===== config.mk =====
export PLATFORM = sky130hd
export DESIGN_NAME = uart_tx_arbiter_flat
export DESIGN_NICKNAME = d
export VERILOG_FILES = /design/src/rtl/uart_tx_arbiter_if.sv /design/src/rtl/uart_tx_arbiter.sv /design/src/flat_wrapper.sv
export SDC_FILE = /design/constraint.sdc
export NUM_CORES = 1
export LEC_CHECK = 0
export CORE_ASPECT_RATIO = 1.5
export CORE_MARGIN = 3
export CORE_UTILIZATION = 49
export CTS_CLUSTER_SIZE = 28
export DETAILED_ROUTE_END_ITERATION = 12
export PLACE_DENSITY_LB_ADDON = 0.05
export SLEW_MARGIN = 20
export SYNTH_ARGS = -nofsm -noshare
export SYNTH_HDL_FRONTEND = slang
export SYNTH_SLANG_ARGS = --single-unit

===== constraint.sdc =====
create_clock -name clk -period 4.2 [get_ports clk]
set_input_delay 0.63 -clock clk [delete_from_list [all_inputs] [get_ports clk]]
set_output_delay 0.63 -clock clk [all_outputs]
set_load 0.01 [all_outputs]

===== src/rtl/uart_tx_arbiter_if.sv =====
// Requester byte streams, transmitter handshake and grant status of the UART TX arbiter.
// master = arbiter side, slave = requesters plus uart_tx serializer.
interface uart_tx_arbiter_if #(
    parameter int NUM_REQ = 4,
    parameter int IDW     = 2
);
    logic [NUM_REQ-1:0]      req_valid;
    logic [NUM_REQ-1:0][7:0] req_data;
    logic [NUM_REQ-1:0]      req_last;
    logic [NUM_REQ-1:0]      req_ready;
    logic [7:0]              tx_data;
    logic                    tx_start;
    logic                    tx_busy;
    logic                    grant_valid;
    logic [IDW-1:0]          grant_id;

    modport master (
        input  req_valid, req_data, req_last, tx_busy,
        output req_ready, tx_data, tx_start, grant_valid, grant_id
    );

    modport slave (
        output req_valid, req_data, req_last, tx_busy,
        input  req_ready, tx_data, tx_start, grant_valid, grant_id
    );
endinterface


===== src/rtl/uart_tx_arbiter.sv =====
// Round-robin sharing of one UART transmitter; one byte in flight, bursts end on last/MAX_BURST.
// Build option UART_ARB_PRIO0_EN: requester 0 becomes strict high priority and preempts at byte boundaries.
module uart_tx_arbiter #(
    parameter int NUM_REQ   = 4,
    parameter int IDW       = 2,
    parameter int MAX_BURST = 16
) (
    input logic               clk,
    input logic               rst,
    uart_tx_arbiter_if.master bus
);
    localparam int CW = $clog2(MAX_BURST + 1);

    typedef enum logic [1:0] {IDLE, LOAD, WAIT_BUSY, WAIT_DONE} state_t;

    state_t             state, state_next;
    logic [IDW-1:0]     owner, owner_next;
    logic [IDW-1:0]     ptr, ptr_next;
    logic [IDW-1:0]     winner, cand;
    logic               found;
    logic               granted, granted_next;
    logic [NUM_REQ-1:0] ready, ready_next;
    logic [7:0]         data, data_next;
    logic               start, start_next;
    logic               last, last_next;
    logic [CW-1:0]      count, count_next;
    logic               owner_valid;
    logic               preempt;
    logic               burst_end;

    // Search upward from ptr+1 with wrap, so the last owner gets lowest priority.
    always_comb begin
        found  = 1'b0;
        winner = '0;
        cand   = '0;
`ifdef UART_ARB_PRIO0_EN
        if (bus.req_valid[0]) begin
            found = 1'b1;
        end
`endif
        for (int k = 1; k <= NUM_REQ; k++) begin
            cand = IDW'((int'(ptr) + k) % NUM_REQ);
            if (!found && bus.req_valid[cand]) begin
                found  = 1'b1;
                winner = cand;
            end
        end
    end

`ifdef UART_ARB_PRIO0_EN
    assign preempt = bus.req_valid[0] && (owner != '0);
`else
    assign preempt = 1'b0;
`endif

    assign owner_valid = bus.req_valid[owner];
    assign burst_end   = last || (count == CW'(MAX_BURST)) || preempt;

    always_comb begin
        state_next   = state;
        owner_next   = owner;
        ptr_next     = ptr;
        granted_next = granted;
        ready_next   = ready;
        data_next    = data;
        start_next   = start;
        last_next    = last;
        count_next   = count;

        case (state)
            IDLE: begin
                if (found) begin
                    state_next   = LOAD;
                    granted_next = 1'b1;
                    owner_next   = winner;
                    count_next   = '0;
                    ready_next   = bus.tx_busy ? '0 : (NUM_REQ'(1) << winner);
                end
            end

            LOAD: begin
                if (!owner_valid) begin
                    // Requester gave up mid-packet: nothing was taken, hand the slot on.
                    state_next   = IDLE;
                    granted_next = 1'b0;
                    ready_next   = '0;
                    ptr_next     = owner;
                end else if (ready[owner]) begin
                    state_next = WAIT_BUSY;
                    data_next  = bus.req_data[owner];
                    last_next  = bus.req_last[owner];
                    count_next = count + 1'b1;
                    start_next = 1'b1;
                    ready_next = '0;
                end else begin
                    ready_next = bus.tx_busy ? '0 : (NUM_REQ'(1) << owner);
                end
            end

            WAIT_BUSY: begin
                if (bus.tx_busy) begin
                    state_next = WAIT_DONE;
                    start_next = 1'b0;
                end
            end

            WAIT_DONE: begin
                if (!bus.tx_busy) begin
                    if (burst_end) begin
                        state_next   = IDLE;
                        granted_next = 1'b0;
                        ptr_next     = owner;
                    end else begin
                        state_next = LOAD;
                        ready_next = NUM_REQ'(1) << owner;
                    end
                end
            end

            default: state_next = IDLE;
        endcase
    end

    always_ff @(posedge clk or posedge rst) begin
        if (rst) begin
            state   <= IDLE;
            owner   <= '0;
            ptr     <= IDW'(NUM_REQ - 1);
            granted <= 1'b0;
            ready   <= '0;
            data    <= '0;
            start   <= 1'b0;
            last    <= 1'b0;
            count   <= '0;
        end else begin
            state   <= state_next;
            owner   <= owner_next;
            ptr     <= ptr_next;
            granted <= granted_next;
            ready   <= ready_next;
            data    <= data_next;
            start   <= start_next;
            last    <= last_next;
            count   <= count_next;
        end
    end

    assign bus.req_ready   = ready;
    assign bus.tx_data     = data;
    assign bus.tx_start    = start;
    assign bus.grant_valid = granted;
    assign bus.grant_id    = owner;
endmodule

===== src/flat_wrapper.sv =====
// flat-port wrapper written by rule: the top's interface ports become plain ports
module uart_tx_arbiter_flat 
#(
    parameter int NUM_REQ   = 4,
    parameter int IDW       = 2,
    parameter int MAX_BURST = 16
)
  (clk, rst, bus_req_valid, bus_req_data, bus_req_last, bus_tx_busy, bus_req_ready, bus_tx_data, bus_tx_start, bus_grant_valid, bus_grant_id);
  uart_tx_arbiter_if #(.NUM_REQ(NUM_REQ), .IDW(IDW)) bus_i ();
  input logic clk;
  input logic rst;
  input wire logic [$bits(bus_i.req_valid)-1:0] bus_req_valid;
  input wire logic [$bits(bus_i.req_data)-1:0] bus_req_data;
  input wire logic [$bits(bus_i.req_last)-1:0] bus_req_last;
  input wire logic [$bits(bus_i.tx_busy)-1:0] bus_tx_busy;
  output wire logic [$bits(bus_i.req_ready)-1:0] bus_req_ready;
  output wire logic [$bits(bus_i.tx_data)-1:0] bus_tx_data;
  output wire logic [$bits(bus_i.tx_start)-1:0] bus_tx_start;
  output wire logic [$bits(bus_i.grant_valid)-1:0] bus_grant_valid;
  output wire logic [$bits(bus_i.grant_id)-1:0] bus_grant_id;
  assign bus_i.req_valid = bus_req_valid;
  assign bus_i.req_data = bus_req_data;
  assign bus_i.req_last = bus_req_last;
  assign bus_i.tx_busy = bus_tx_busy;
  assign bus_req_ready = bus_i.req_ready;
  assign bus_tx_data = bus_i.tx_data;
  assign bus_tx_start = bus_i.tx_start;
  assign bus_grant_valid = bus_i.grant_valid;
  assign bus_grant_id = bus_i.grant_id;
  uart_tx_arbiter #(.NUM_REQ(NUM_REQ), .IDW(IDW), .MAX_BURST(MAX_BURST)) u_core (.clk(clk), .rst(rst), .bus(bus_i));
endmodule

# Word-level counts from Yosys, hierarchy flattened
# Cells that the tools add are included.
dict set report word_totals {
  reg_bits 26
  input_bits 43
  out_inout_bits 16
  elab_cells 110
}
dict set report op_classes {
  addsub 5
  magnitude_cmp 5
  eq_ne 13
  shifts 2
  muxes 56
  reduce_logical 20
}
# operator count
set ops {}
lappend ops {{4-bit 2-to-1 mux} 7}
lappend ops {{2-bit 2-to-1 mux} 12}
lappend ops {{4-bit AND reduction} 5}
lappend ops {{1-bit 2-to-1 mux} 19}
lappend ops {{8-bit binary-select mux with 2-bit select} 1}
lappend ops {{2-bit by 3-bit less-than comparator with 1-bit output (second input constant)} 5}
lappend ops {{5-bit 2-to-1 mux} 3}
lappend ops {{1-bit binary-select mux with 2-bit select} 7}
lappend ops {{4-bit case mux with 3 select lines} 1}
lappend ops {{5-bit case mux with 2 select lines} 1}
lappend ops {{8-bit 2-to-1 mux} 1}
lappend ops {{2-bit by 1-bit != test with 1-bit output (second input constant)} 4}
lappend ops {{2-bit != test (second input constant)} 4}
lappend ops {{2-bit case mux with 4 select lines} 1}
lappend ops {{1-bit by 2-bit left shift with 4-bit output (first input constant)} 2}
lappend ops {{2-bit nonzero test} 3}
lappend ops {{5-bit by 1-bit adder with 5-bit output (second input constant)} 1}
lappend ops {{5-bit == test (second input constant)} 1}
lappend ops {{5-bit AND reduction} 1}
lappend ops {{2-bit by 1-bit adder with 2-bit output (second input constant)} 2}
lappend ops {{2-bit adder (second input constant)} 2}
lappend ops {{2-bit == test (second input constant)} 2}
lappend ops {{2-bit case mux with 2 select lines} 1}
lappend ops {{1-bit logical AND} 3}
lappend ops {{10 further kinds} 12}

# Logic depth before layout (Yosys ltp)
dict set report logic_depth {
  depth_word 17
  mapped_depth 7
  ltp_nobuf 7
}

# Worst setup path after synthesis
# OpenSTA, ideal clock, no wires.
dict set report synth_path {
  path_type {input-to-reg}
  from {input port bus_req_valid[3]}
  to {register u_core.data[0] (netlist: u_core.bus.tx_data[0])}
  setup_ps 125
  arrival_ps 1866
  required_ps 4075
  path_slack_ps 2209
  path_stages 5
  n_path_buf 1
  path_cell_list {mux4_2 and2_4 buf_6 nand3_4 mux2_4}
}
dict set report synth_between {
  elab_chain_len 3
}
# element line
set synth_lines {}
lappend synth_lines {{start: declaration} flat_wrapper.sv:12} ;# input wire logic [$bits(bus_i.req_valid)-1:0] bus_req_valid;
lappend synth_lines {{1-bit binary-select mux with 2-bit select} uart_tx_arbiter.sv:56} ;# assign owner_valid = bus.req_valid[owner];
lappend synth_lines {{1-bit 2-to-1 mux (not written as such)} uart_tx_arbiter.sv:56}
lappend synth_lines {{3-bit AND reduction (no line)} n/a}
lappend synth_lines {{end signal: assignment} uart_tx_arbiter.sv:141} ;# data <= data_next;
lappend synth_lines {{end: declaration} uart_tx_arbiter.sv:23} ;# logic [7:0] data, data_next;
# Every way passes these cells. The select of a mux whose other input is x is not followed.
# A chain may end at the register's enable or synchronous reset.

# Final worst setup path
dict set report layout_path {
  from {register u_core.owner[0] (netlist: u_core.bus.grant_id[0])}
  to {output port bus_grant_id[0]}
}
# element line
set layout_lines {}
lappend layout_lines {{start: declaration} uart_tx_arbiter.sv:17} ;# logic [IDW-1:0] owner, owner_next;
lappend layout_lines {{start signal: assignment} uart_tx_arbiter.sv:137} ;# owner <= owner_next;
lappend layout_lines {{end: declaration} flat_wrapper.sv:20} ;# output wire logic [$bits(bus_i.grant_id)-1:0] bus_grant_id;
# No word-level cell between the ends.

==> summary.md <==
| Metric | Value |
|---|---|
| Startpoint types | `register` |
| Leak Pwr | `0.988 nW` |
| Cell variety after synth | `41` |
| Slew margin rel. | `0.386` |
| Worst-Skew Late Latency | `270 ps` |
| Horiz. Die Dim | `53.9 um` |
| CTS tree | `built` |
| Top delay family on crit path | `flip-flops` |
| First-pass GRT wire length | `6610 um` |
| PwrDens | `602 mW/mm^2` |
| Clock transition at the registers of the reported paths | `90 ps` |
| Final min period | `2470 ps` |
| Final Hold Fails | `0` |
| Highest clock rate | `406 MHz` |
| Mapped Cells | `142` |
| Worst hold path endpoint | `u_core.bus.tx_data[1]` |
| Top cell type's share of synthesized area | `0.356` |
| DIE HEIGHT | `77.9 um` |
| Total Die Area | `0.00420 sq mm` |
| DR vias/cell | `5.88` |
| Setup ws final | `1730 ps` |
| Final Max Slew Viols | `0` |
| Final HPWL DP | `3180 um` |
| FF-to-FF End | `u_core.bus.tx_data[6]` |
| Cts bufs inserted | `3` |
| Post-synthesis sequential area ratio | `0.387` |
| Setup Skew | `3.45 ps` |
| Power Total | `1.39 mW` |
| Vias in the first global route | `1,524` |
| Crit-path cells | `clkdlybuf4s50_1` |
| Worst hold path depth | `1` |
| Synthesized cell area | `0.00169 sq mm` |
| Fill cells | `253` |
| Hold Path Class | `reg2reg` |
| Worst setup path class | `reg2out` |
| Post-synth EDFFs | `0` |
| Max-cap viol count | `0` |
| Hold-fix buffers, CTS | `0` |
| Fin area | `0.00230 sq mm` |
| Top FF cell, synth | `dfrtp_1` |
| Grt ovf | `0` |
| Root Buffer | `clkbuf_8` |
| Detail Route Antenna Nets | `0` |
| Syn_area_per_cell | `11.9 sq um` |
| CP Max Fanout | `18` |
| Largest net degree at the start of global routing | `27` |
| Setup slack, reg-to-reg | `1800 ps` |
| Clock sink count | `26` |
| Htree depth | `1` |
| Yosys warns | `0` |
| Core Area | `0.00322 sq mm` |
| Reg2Reg Depth | `4` |
| Top area cells in the synthesized netlist | `dfrtp_1 36%, mux2_4 8.0%, mux4_2 8.0%` |
| Worst setup EP type | `primary output` |
| Number of remaining DRC errors | `0` |
| Final GP Congestion | `0.853` |
| Worst hold start | `u_core.bus.tx_data[1]` |
| I/O pins | `59` |
| Pre-CTS WS | `1640 ps` |
| Worst-margin pin slew | `916 ps` |
| Yosys top cell by area | `dfrtp_1` |
| Layout cells sized above 1 | `0.152` |
| Final TNS setup | `0 ps` |
| Crit-path max cell delay | `890 ps` |
| Row cnt | `25` |
| Area of the multi-input gates | `945 sq um` |
| Crit path buf inv count | `1` |
| Max IR drop VDD | `0.513 mV` |
| Initial antenna violation count | `0` |
| Drt first pass iters | `4` |
| Status | `finished, final reports clean` |
| Crit-path slowest cell | `dfrtp_1` |
| Vias | `1,394` |
| Global Route Usage Sum | `0.214` |
| Final period util | `0.587` |
| CP Data Required Time | `3570 ps` |
| Post-CTS Setup Repair Bufs | `0` |
| Crit path DAT | `1840 ps` |
| Register area | `653 sq um` |
| RSZ-0062 raised after global routing | `no` |
| Area after DPL | `0.00226 sq mm` |
| Bufs on Longest Clock Path | `2` |
| Asr flop ratio synth | `1.00` |
| Initial Util | `0.523` |
| Endpoints failing setup | `0` |
| Antenna Cells | `0` |
| DR iter-0 viols | `54` |
| Layout area overhead | `36.6%` |
| Syn nets | `187` |
| FF+latch count, synth | `26` |
| DR WL/cell | `17.3 um` |
| Nets | `243` |
| Reg-to-reg startpoint | `u_core.bus.grant_id[0]` |
| I/O Buffers | `58` |
| Post-detailed-routing wire length | `4100 um` |
| # resized after CTS | `0` |
layer usage:
| layer | part of all wire | track usage |
|---|---|---|
| met1 | 0.36 | 0.230 |
| met5 | 0 | 0 |
| met4 | 0.026 | 0.0972 |
| met3 | 0.051 | 0.0211 |
| met2 | 0.56 | 0.394 |
placed cells by master, fill, tap and decap left out, types with 2 or more instances in the layout:
master,instances
dfstp_2,2
inv_1,7
nor2_1,11
mux2_4,9
mux4_1,5
mux2_2,3
o21ai_0,6
a22oi_1,2
o21a_1,3
o21ai_1,4
a221o_1,3
nand2b_1,3
clkdlybuf4s50_1,58
a21oi_1,4
mux4_2,6
a31oi_1,4
nand4_1,3
clkbuf_8,3
ha_1,2
dfrtp_1,24
nand2_1,11
mux2i_1,4
cells by family (layout without fill, tap and decap cells):
logic type	Yosys count	after routing	share of synthesized area
buffers and inverters	15	70	0.0527
DFF	26	26	0.387
adders and majority gates	2	2	0.0148
muxes	27	27	0.282
AOI/OAI and AO/OA	32	32	0.125
and+or+nand+nor	40	40	0.138
area by class of cell:
type	count	area share
clock buffer	4	0.0196
sequential	26	0.284
tap	40	0.0217
multi-input combinational	101	0.410
inverter	8	0.0130
timing repair buffer	58	0.252
state kept, by name (all words and copies together), names as in the netlist, named ones only:
| signal | flops |
|---|---|
| u_core.bus.tx_data | 8 |
| u_core.count | 5 |
| u_core.bus.req_ready | 4 |
| u_core.bus.grant_id | 2 |
| u_core.ptr | 2 |
| u_core.bus.grant_valid | 1 |
| u_core.bus.tx_start | 1 |
| u_core.last | 1 |
| u_core.state | 1 |
stage by stage:
step | hold slack (ps) | cells | utilization
2_1_floorplan | 492 | 142 | -
3_3_place_gp | 497 | 233 | 0.701
3_5_place_dp | 491 | 233 | 0.701
4_1_cts | 517 | 237 | 0.715
5_1_grt | 545 | 237 | 0.715
6_report | 515 | 237 | 0.715
Yosys cell counts, types with 2 or more instances:
master,count
nand2b_1,3
o21ai_1,4
a21oi_1,4
o21ai_0,6
a22oi_1,2
o21a_1,3
ha_1,2
nand2_1,11
mux2_2,3
nand4_1,3
mux2_4,9
dfrtp_1,24
buf_6,3
mux4_1,5
clkbuf_1,3
nor2_1,11
a31oi_1,4
mux2i_1,4
dfstp_2,2
a221o_1,3
mux4_2,6
inv_1,8
worst max-delay path by stage:
stage	start	end	slack, ps	cells after the start
after floorplan	bus_req_valid[3]	u_core.bus.tx_data[0]	2210	5
after global placement	bus_req_valid[3]	u_core.bus.req_ready[0]	1700	6
after global routing	u_core.bus.grant_id[0]	bus_grant_id[0]	1640	1
final	u_core.bus.grant_id[0]	bus_grant_id[0]	1730	1
after CTS	u_core.bus.grant_id[0]	bus_grant_id[0]	1700	1
after detailed placement	bus_req_valid[3]	u_core.bus.tx_data[6]	1640	5
where the power goes:
part           leakage (nW)  switching [mW]  internal, mW  total (mW)
combinational         0.639           0.270         0.449       0.720
clock                0.0228          0.0785        0.0680       0.146
sequential            0.326           0.162         0.358       0.519
(Power assumes the default switching activity.)
==> variant 1: new RTL, config.mk and constraints unchanged <==
`MAX_BURST` is set to 16 in 2 places; all go to 8.
--- a/src/rtl/uart_tx_arbiter.sv
+++ b/src/rtl/uart_tx_arbiter.sv
@@ -3,7 +3,7 @@
 module uart_tx_arbiter #(
     parameter int NUM_REQ   = 4,
     parameter int IDW       = 2,
-    parameter int MAX_BURST = 16
+    parameter int MAX_BURST = 8
 ) (
     input logic               clk,
     input logic               rst,
--- a/src/flat_wrapper.sv
+++ b/src/flat_wrapper.sv
@@ -3,7 +3,7 @@
 #(
     parameter int NUM_REQ   = 4,
     parameter int IDW       = 2,
-    parameter int MAX_BURST = 16
+    parameter int MAX_BURST = 8
 )
   (clk, rst, bus_req_valid, bus_req_data, bus_req_last, bus_tx_busy, bus_req_ready, bus_tx_data, bus_tx_start, bus_grant_valid, bus_grant_id);
   uart_tx_arbiter_if #(.NUM_REQ(NUM_REQ), .IDW(IDW)) bus_i ();
Function: no difference found for any inputs over 4 cycles, from zero or initial values and one cycle with rst high; that may be too few to reach the edited logic, so the function may still have changed.
==> variant 1 against the unedited design <==
  * Register-to-register slack got worse by 0.12 ns
  * Synthesized cell count rose by 3.5%
  * Power rose by 1.9%
  * Sequential cell count fell by 1
  * Routed wire length rose by 5.2%
  * Count of clock-buffer cells in the layout fell by 1
  * Area after synthesis fell by 3.3%
  * Highest routed layer unchanged
  * Setup slack got worse by 0.058 ns
  * Cell area fell by 1.8%
==> variant 1: results <==
group,metric,value,unit
status,outcome,"completed",
global_routing,grt_pass1_vias,1555,
routing,wl,4.309,mm
worst_setup_path,cp_max_fo,16,
worst_setup_path,critPathSlowestCell,"dfrtp_1",
power_and_ir_drop,leakage,0.9033,nW
routing,wl_met1,1.610,mm
power_and_ir_drop,comb-power,0.737,mW
global_routing,grt_util_all_layers,0.2323,
cells_and_area,regArea,628.1,um^2
synthesis,ys_seq_area_frac,0.3850,
placement,place_hpwl,3.426,mm
global_routing,grtUsageMet3,0.02136,
worst_hold_path,whs_endpoint,"u_core.bus.tx_data[4]",
global_routing,grt_pass1_wl,7.210,mm
routing,wl_per_cell,17.88,um
global_routing,grt_max_degree,26,
placement,dp.cells,237,
power_and_ir_drop,irDropWorstVdd,0.0004155,V
worst_setup_path,crit_family,"multiplexers",
placement,place_congestion,0.9016,
placement,placed_area,2213,um^2
synthesis,synthFlopType,"dfrtp_1",
power_and_ir_drop,powerDensity,624.1,nW/um^2
cells_and_area,fin_nets,247,
placement,dp_slack,1.484,ns
worst_hold_path,worstHoldStart,"u_core.bus.tx_data[4]",
synthesis,syn_area_per_cell,11.10,um^2
timing,setup_ws,1.677,ns
worst_setup_path,cp.arrival,2.68,ns
cells_and_area,final_layout_size_suffix_gt1_frac,0.1592,
routing,met2_length,2.462,mm
routing,wl_met3,164,um
timing,relSlewSlack,0.3674,
timing,finalClockSkew,0.003149,ns
power_and_ir_drop,sw_frac_of_total,0.3945,
global_routing,grtUsageMet2,0.4167,
synthesis,synth_cell_types,42,
global_routing,gr-usage-met1,0.2844,
routing,routed_via_density,5.992,
worst_setup_path,critPathCapture,"u_core.bus.tx_data[6]",
-- variant 1: cell families (layout without fill, tap and decap cells) --
| group | after synthesis | count (layout) | synth area share |
|---|---|---|---|
| buffers and inverters | 17 | 71 | 0.05061 |
| adder cells (fa/ha/maj) | 2 | 2 | 0.01533 |
| AO/OA/AOI/OAI | 33 | 33 | 0.1426 |
| flip-flops | 25 | 25 | 0.3850 |
| AND/OR/NAND/NOR | 44 | 44 | 0.1526 |
| multiplexers | 26 | 26 | 0.2538 |
-- variant 1: layout make-up --
class | instances | share of cell area
flip-flops and latches | 25 | 0.2777
clock inverters | 1 | 0.003319
inverters | 9 | 0.01493
clock buffers | 3 | 0.01825
well taps | 40 | 0.02212
multi-input cells | 105 | 0.4071
repair buffers | 58 | 0.2566
-- variant 1: worst register-to-register path: cells and delay by family (launching register included) --
kind / cells / cell delay (ns)
flip-flops: 1 / 0.89
multiplexers: 2 / 1.11
AND/OR/NAND/NOR: 1 / 0.41
==> variant 2: new RTL, same flow settings <==
Made on the original files. Re-encode `state_t` (4 states) as one-hot, 4 bits wide.
--- a/src/rtl/uart_tx_arbiter.sv
+++ b/src/rtl/uart_tx_arbiter.sv
@@ -11,7 +11,7 @@
 );
     localparam int CW = $clog2(MAX_BURST + 1);
 
-    typedef enum logic [1:0] {IDLE, LOAD, WAIT_BUSY, WAIT_DONE} state_t;
+    typedef enum logic [3:0] {IDLE = 4'b0001, LOAD = 4'b0010, WAIT_BUSY = 4'b0100, WAIT_DONE = 4'b1000} state_t;
 
     state_t             state, state_next;
     logic [IDW-1:0]     owner, owner_next;
Behaviour: no difference found for any inputs over 4 cycles, from zero or initial values and one cycle with rst high; so few cycles prove little.
==> variant 2 against the unedited design <==
  * Power is 14% higher
  * Routed wire length grew 16%
  * Fmax hardly changed
  * Via count grew 18%
  * Sequential cell count up 2
  * Largest power group unchanged
  * Core utilization fell by 0.29 points
  * Synthesized cell count increased by 24%
  * Cell area rose by 9.6%
  * Setup slack gained 0.0014 ns
  * Area after synthesis rose by 11%
  * Clock skew is 0.0019 ns higher
  * Global-route usage down 0.23 points
==> variant 2: results <==
group,metric,value,unit
placement,placed_area,2454,um^2
global_routing,grt_util_all_layers,0.2122,
synthesis,ys_seq_area_frac,0.3758,
timing,finalClockSkew,0.005361,ns
routing,vias,1651,
synthesis,syn-instance-count,176,
cells_and_area,inv_count,9,
timing,relSlewSlack,0.3219,
status,outcome,"completed",
synthesis,synth_cell_types,53,
clocking,htreeDepth,1,
cells_and_area,final-nonclk-buf-share,0.2329,
placement,place_congestion,0.9184,
synthesis,syn_nets,221,
global_routing,grt_pass1_vias,1669,
placement,io_buffers,58,
synthesis,synth.area.top_cells,"dfrtp_1, mux4_2, mux2_2",
routing,wl_per_cell,17.72,um
clocking,clkLatencyLatePin,0.28,ns
global_routing,grt_max_degree,29,
cells_and_area,clk_share,0.02825,
routing,routed_via_density,6.138,
cells_and_area,regArea,704.4,um^2
synthesis,synth_compound_area_frac,0.1562,
synthesis,ys_ff_latch,28,
power_and_ir_drop,irDropWorstVdd,0.0004599,V
cells_and_area,multiInputGateArea,1075,um^2
cells_and_area,fill_cells,268,
cells_and_area,num-multi-input-gates,127,
power_and_ir_drop,leakage,1.004,nW
cells_and_area,multi_input_area_share,0.4257,
worst_setup_path,cp.arrival,2.67,ns
cells_and_area,final_layout_size_suffix_gt1_frac,0.1630,
worst_setup_path,cp_max_fo,9,
synthesis,netlist_area,1874,um^2
synthesis,synthTopCellsByCount,"dfrtp_1, nand2_1, nor2_1",
cells_and_area,num-clock-buffers,3,
synthesis,synthAdderAreaFrac,0.01335,
placement,dp.cells,265,
routing,drtIter0Drc,38,
cells_and_area,fin_nets,273,
synthesis,muxShareOfSynthArea,0.2089,
synthesis,synth-xor-area-share,0.009346,
placement,place_hpwl,3.755,mm
global_routing,grt_pass1_wl,7.783,mm
cells_and_area,n_all_buffers,59,
power_and_ir_drop,intPower,0.9835,mW
==> variant 2: changes by cell type after synthesis, sizes merged, moves of 3 or more <==
cell,delta
o22ai,+4
o21ai,-7
a21boi,+3
nand2,+5
a221o,-3
buf,+6
o31a,+3
nor2,+3
nor2b,+4
==> variant 2: metal layers <==
layer	wire [um]	share of wire	global-route usage	up-vias
met5	0	0	0	-
met4	74	0.016	0.07126	0
met3	248	0.052	0.02987	8
met2	2602	0.55	0.3958	56
met1	1841	0.39	0.2470	817
li1	-	-	-	770
==> variant 2: worst max-delay path, stage by stage <==
cell	delay, ns
clkdlybuf4s50_1	0.57
nor4_2	0.56
nor4b_2	0.19
a211o_2	0.42
a21boi_1	0.15
a21oi_1	0.15
==> variant 2: power groups by stage <==
stage / Clock [mW] / Combinational, mW / Sequential [mW]
after CTS: 0.217 / 0.836 / 0.540
after global routing: 0.224 / 0.905 / 0.566
final: 0.214 / 0.829 / 0.541
after global placement: 0 / 0.806 / 0.537
after detailed placement: 0 / 0.831 / 0.546
after floorplan: 0 / 0.568 / 0.497
==> variant 2: worst paths after layout <==
check	slack (ns)	start	cells past startpoint	endpoint
max	1.74	bus_req_valid[1]	6	u_core.bus.req_ready[2]
max in group asynchronous	2.96	rst	2	u_core.state[1]
min	0.52	u_core.bus.grant_valid	2	u_core.bus.grant_valid
max reg2reg	1.77	u_core.bus.grant_id[1]	5	u_core.ptr[1]
min reg2reg	0.52	u_core.bus.grant_valid	2	u_core.bus.grant_valid
min in group asynchronous	0.77	rst	2	u_core.bus.tx_data[4]
==> variant 2: through the flow <==
step	hold slack, ns	setup WS [ns]
floorplan	0.4436	2.067
global placement	0.4736	1.533
detailed placement	0.4881	1.475
CTS	0.5107	1.714
global route	0.5367	1.570
finish	0.5155	1.736
